### src/rtl/pixel_alu_pipe.sv
// Two-stage lane-wise pixel ALU with valid/ready on both sides.
// Ports: clk, rst (async low), in_* beat (op,a,b,k), out_* beat (pix,sat,err).
module pixel_alu_pipe #(
  parameter int CH_W = 8,
  parameter int CH_N = 3,
  parameter int OP_W = 5
) (
  input  logic                 clk,
  input  logic                 rst,
  input  logic                 in_valid,
  output logic                 in_ready,
  input  logic [OP_W-1:0]      in_op,
  input  logic [CH_N*CH_W-1:0] in_a,
  input  logic [CH_N*CH_W-1:0] in_b,
  input  logic [CH_W-1:0]      in_k,
  output logic                 out_valid,
  input  logic                 out_ready,
  output logic [CH_N*CH_W-1:0] out_pix,
  output logic [CH_N-1:0]      out_sat,
  output logic                 out_err
);

  localparam int PW = CH_N * CH_W;
  localparam int GW = CH_W + $clog2(CH_N);
  localparam int BW = 2 * CH_W + 1;
  localparam logic [CH_W-1:0] MAXV = {CH_W{1'b1}};

  localparam logic [OP_W-1:0] OP_PASSA = OP_W'(0);
  localparam logic [OP_W-1:0] OP_PASSB = OP_W'(1);
  localparam logic [OP_W-1:0] OP_ADDS  = OP_W'(2);
  localparam logic [OP_W-1:0] OP_SUBS  = OP_W'(3);
  localparam logic [OP_W-1:0] OP_AVG   = OP_W'(4);
  localparam logic [OP_W-1:0] OP_MIN   = OP_W'(5);
  localparam logic [OP_W-1:0] OP_MAX   = OP_W'(6);
  localparam logic [OP_W-1:0] OP_ABSD  = OP_W'(7);
  localparam logic [OP_W-1:0] OP_AND   = OP_W'(8);
  localparam logic [OP_W-1:0] OP_OR    = OP_W'(9);
  localparam logic [OP_W-1:0] OP_XOR   = OP_W'(10);
  localparam logic [OP_W-1:0] OP_NOTA  = OP_W'(11);
  localparam logic [OP_W-1:0] OP_THR   = OP_W'(12);
  localparam logic [OP_W-1:0] OP_BLEND = OP_W'(13);
  localparam logic [OP_W-1:0] OP_SHL   = OP_W'(14);
  localparam logic [OP_W-1:0] OP_SHR   = OP_W'(15);
  localparam logic [OP_W-1:0] OP_GRAY  = OP_W'(16);

  logic            init_q;
  logic            s1_valid_q;
  logic [OP_W-1:0] s1_op_q;
  logic [PW-1:0]   s1_a_q;
  logic [PW-1:0]   s1_b_q;
  logic [CH_W-1:0] s1_k_q;
  logic            s2_valid_q;
  logic [PW-1:0]   s2_pix_q;
  logic [CH_N-1:0] s2_sat_q;
  logic            s2_err_q;

  logic [PW-1:0]   pix_d;
  logic [CH_N-1:0] sat_d;
  logic            err_d;
  logic [GW-1:0]   gsum;
  logic [CH_W-1:0] gray;
  logic            adv;

  // Whole pipe moves together; bubbles advance like data.
  assign adv       = !s2_valid_q || out_ready;
  // Held low through reset and the first clock after release.
  assign in_ready  = adv && init_q;
  assign out_valid = s2_valid_q;
  assign out_pix   = s2_pix_q;
  assign out_sat   = s2_sat_q;
  assign out_err   = s2_err_q;

  always_comb begin
    logic [CH_W-1:0]  a, b, r;
    logic [CH_W:0]    sum, dif;
    logic [BW-1:0]    bl;
    logic [CH_W+15:0] shl;
    logic [3:0]       sh;
    logic             st;
    gsum = '0;
    for (int i = 0; i < CH_N; i++) begin
      gsum = gsum + GW'(s1_a_q[i*CH_W +: CH_W]);
    end
    gray  = CH_W'(gsum / GW'(CH_N));
    pix_d = '0;
    sat_d = '0;
    err_d = s1_op_q > OP_GRAY;
    sh    = s1_k_q[3:0];
    for (int i = 0; i < CH_N; i++) begin
      a   = s1_a_q[i*CH_W +: CH_W];
      b   = s1_b_q[i*CH_W +: CH_W];
      sum = {1'b0, a} + {1'b0, b};
      // MSB of dif is the borrow out of a-b.
      dif = {1'b0, a} - {1'b0, b};
      bl  = BW'(a) * BW'(s1_k_q)
          + BW'(b) * BW'(MAXV - s1_k_q);
      shl = (CH_W+16)'(a) << sh;
      r   = '0;
      st  = 1'b0;
      unique case (s1_op_q)
        OP_PASSA: r = a;
        OP_PASSB: r = b;
        OP_ADDS: begin
          st = sum[CH_W];
          r  = st ? MAXV : sum[CH_W-1:0];
        end
        OP_SUBS: begin
          st = dif[CH_W];
          r  = st ? '0 : dif[CH_W-1:0];
        end
        OP_AVG:   r = sum[CH_W:1];
        OP_MIN:   r = (a < b) ? a : b;
        OP_MAX:   r = (a < b) ? b : a;
        OP_ABSD:  r = (a < b) ? b - a : a - b;
        OP_AND:   r = a & b;
        OP_OR:    r = a | b;
        OP_XOR:   r = a ^ b;
        OP_NOTA:  r = ~a;
        OP_THR:   r = (a >= s1_k_q) ? MAXV : '0;
        OP_BLEND: r = CH_W'(bl / BW'(MAXV));
        OP_SHL: begin
          st = |shl[CH_W+15:CH_W];
          r  = st ? MAXV : shl[CH_W-1:0];
        end
        OP_SHR:   r = a >> sh;
        OP_GRAY:  r = gray;
        default:  r = '0;
      endcase
      pix_d[i*CH_W +: CH_W] = r;
      sat_d[i]              = st;
    end
  end

  always_ff @(posedge clk or negedge rst) begin
    if (!rst) begin
      init_q     <= 1'b0;
      s1_valid_q <= 1'b0;
      s1_op_q    <= '0;
      s1_a_q     <= '0;
      s1_b_q     <= '0;
      s1_k_q     <= '0;
      s2_valid_q <= 1'b0;
      s2_pix_q   <= '0;
      s2_sat_q   <= '0;
      s2_err_q   <= 1'b0;
    end else begin
      init_q <= 1'b1;
      if (adv) begin
        s1_valid_q <= in_valid && in_ready;
        s1_op_q    <= in_op;
        s1_a_q     <= in_a;
        s1_b_q     <= in_b;
        s1_k_q     <= in_k;
        s2_valid_q <= s1_valid_q;
        s2_pix_q   <= pix_d;
        s2_sat_q   <= sat_d;
        s2_err_q   <= err_d;
      end
    end
  end

endmodule

### config.mk
export PLATFORM = sky130hd
export DESIGN_NAME = pixel_alu_pipe
export DESIGN_NICKNAME = d
export VERILOG_FILES = /design/src/rtl/pixel_alu_pipe.sv
export SDC_FILE = /design/constraint.sdc
export NUM_CORES = 2
export LEC_CHECK = 0
export ABC_AREA = 1
export CAP_MARGIN = 15
export CORE_ASPECT_RATIO = 0.7
export CORE_MARGIN = 5
export CORE_UTILIZATION = 35
export CTS_CLUSTER_SIZE = 10
export DETAILED_ROUTE_END_ITERATION = 10
export SLEW_MARGIN = 0
export SYNTH_ARGS = -nofsm -noshare
export SYNTH_HDL_FRONTEND = slang
export SYNTH_SLANG_ARGS = --single-unit
### constraint.sdc
create_clock -name clk -period 12.05 [get_ports clk]
set_clock_uncertainty 0.05 [all_clocks]
set_input_delay 2.41 -clock clk [delete_from_list [all_inputs] [get_ports clk]]
set_output_delay 2.41 -clock clk [all_outputs]
set_load 0.1 [all_outputs]
==> flow_metrics.env <==
export IMPL_outcome="complete, no violations"
export IMPL_grt_overflow=0
export IMPL_r2r_start="s1_k_q[5]"
export IMPL_critPathSlowestCell="fa_1"
export IMPL_worst_pin_slew_ns=1.115
export IMPL_synthTopCellsByCount="nand2_1 (1198), inv_1 (948), nor2_1 (404)"
export IMPL_grtUsageMet3_pct=6.340
export IMPL_final_util_pct=39.62
export IMPL_period_share_pct=92.90
export IMPL_reg2regPathDepth=74
export IMPL_synth_seq_area_share_pct=7.275
export IMPL_drc_errors=0
export IMPL_holdBufCountCts=0
export IMPL_drive_gt1_share_pct=9.652
export IMPL_cts_tree="built"
export IMPL_min_path_type="reg -> reg"
export IMPL_hold_viol_final=0
export IMPL_dp_hpwl_um=92790
export IMPL_grt_pass1_wl_um=179300
export IMPL_synth_distinct_cells=68
export IMPL_synthArstFlopShare_pct=100.0
export IMPL_clk_latency_ns=0.40
export IMPL_gr_usage_all_layers_pct=23.38
export IMPL_ff2ff_setup_slack_ns=0.86
export IMPL_via_count=32407
export IMPL_setup_viol=0
export IMPL_use_met2_pct=33.38
export IMPL_netlist_area_um2=31650
export IMPL_cts_root_buf="clkbuf_16"
export IMPL_busiest_layer="met1"
export IMPL_numCtsBuffers=9
export IMPL_antenna_cells=0
export IMPL_ys_ff_latch=92
export IMPL_worstSetupPathType="reg -> reg"
export IMPL_fillers=9672
export IMPL_min_to="out_valid"
export IMPL_yosysWarnings=0
export IMPL_antenna_found_initial=1
export IMPL_fp_coreArea_um2=89900
export IMPL_die_x_um=369.4
export IMPL_slew_headroom_pct=25.59
export IMPL_io_pins=95
export IMPL_cts_sinks=92
export IMPL_place_ws_ns=0.3792
export IMPL_regToRegEndpoint="out_pix[0]"
export IMPL_via_per_inst=5.231
export IMPL_cp_common_cell="nand2_1"
export IMPL_netlist_area_leader_share_pct=19.55
export IMPL_ctsLongestPathBuffers=2
export IMPL_end_kind="flip-flop"
export IMPL_arrival_ns=11.44
export IMPL_fp_dieH_um=261.6
export IMPL_min_path_cells=2
export IMPL_post_synth_top_area_cell="fa_1"
export IMPL_maxSlewViolCount=0
export IMPL_setup_slack_ns=0.8551
export IMPL_post_synth_cell_area_avg_um2=6.514
export IMPL_yosysMostFrequentCell="nand2_1"
export IMPL_setup_tns_ns=0
export IMPL_start_kind="flip-flop"
export IMPL_detail_route_wl_per_cell_um=18.66
export IMPL_place_congestion=1.043
export IMPL_grt_pass1_vias=30720
export IMPL_rows=92
export IMPL_path_clk_slew_ns=0.09
export IMPL_synth_cells=4858
export IMPL_cap_viol_max_count=0
export IMPL_path_max_fanout=10
export IMPL_finalHoldWorstSlack_ns=0.4052
export IMPL_h_tree_depth=3
export IMPL_grt_max_degree=68
export IMPL_grt_setup_unrepaired="true"
export IMPL_wirelength_um=115600
export IMPL_ys_flop_type="dfrtp_1"
export IMPL_crit_path_max_incr_delay_ns=0.55
export IMPL_drtIter0Drc=3212
export IMPL_met1_usage_pct=35.01
export IMPL_synth_edff_count=0
export IMPL_synth_area_leaders="fa_1 (20%), nand2_1 (14%), ha_1 (14%)"
export IMPL_fmax_ghz=0.08933
export IMPL_dr_pass1_iters=7
export IMPL_area_delta_synth_final_pct=12.55
export IMPL_dieArea_um2=96620
export IMPL_num_nets_final=5694
export IMPL_portBuffers=94
export IMPL_start_util_pct=35.20
export IMPL_worstPathRequired_ns=12.29
export IMPL_ant_nets=0
export IMPL_fin_crit_ns=11.19
export IMPL_hp_start="s1_valid_q"
## layout by cell type (no fill, tap or decap), drive strengths merged, types with 93 or more instances in the layout
master and instances:
inv 975, clkdlybuf4s50 93, nand2 1278, nand3 271, a21oi 210, nor2 452, ha 352, o21ai 313
buf 147, fa 309
## through the flow
stage / instance area, um2 / std cells
floorplan: 31650 / 4859
global placement: 34440 / 6146
finish: 35620 / 6195
global route: 35620 / 6195
detailed placement: 34440 / 6146
CTS: 34740 / 6162
## sequential cells by signal (all words and copies together) (netlist names)
register and count:
init_q 1, out_err 1, out_pix 24, out_sat 3, out_valid 1, s1_a_q 24, s1_b_q 24, s1_k_q 8
s1_op_q 5, s1_valid_q 1
## layout make-up
class	instances	area (um2)	share of cell area, %
clock buffers	9	225.2	0.6323
well taps	1222	1529	4.293
repair buffers	242	2248	6.313
inverters	1003	3817	10.72
multi-input cells	3620	25390	71.29
flip-flops and latches	92	2331	6.544
clock inverters	7	76.32	0.2143
## cells by family after synthesis
family / after synthesis / share of synthesized area (%)
buf+inv: 1147 / 13.88
mux: 2 / 0.06326
other cells: 2 / 0.02373
xor+xnor: 74 / 2.096
fa+ha+maj: 661 / 33.47
simple gates: 2111 / 28.82
compound gates: 769 / 14.38
flops: 92 / 7.275
## routing by layer
metal  vias to the layer above  routed length, um
met5                         -                 13
met4                         2               2982
met3                       178              12960
met2                      1439              44970
met1                     15288              54660
li1                      15500                  -
## worst max-delay path by stage
stage	start	to	slack, ns	cells past startpoint
global route	s1_k_q[1]	out_pix[8]	-0.05	71
global placement	s1_b_q[15]	out_pix[8]	0.45	70
detailed placement	s1_b_q[13]	out_pix[8]	0.38	70
floorplan	s1_k_q[2]	out_pix[16]	1.04	77
CTS	s1_b_q[13]	out_pix[8]	0.33	70
finish	s1_k_q[5]	out_pix[0]	0.86	74
## worst max-delay path, delay by kind of cell (launching register included)
kind,cells,cell delay (ns)
adder cells (fa/ha/maj),9,3.73
AND/OR/NAND/NOR,56,5.89
buffers and inverters,8,0.76
AO/OA/AOI/OAI,1,0.19
flip-flops,1,0.45
## what timing repair did
action	4_1_cts	5_1_grt
endpoints found under the setup margin	0	7
setup buffers	0	31
gates resized for setup	0	167
Power is not shown: default switching activity piles up to over one toggle a cycle in this logic, so the estimate is an artifact.
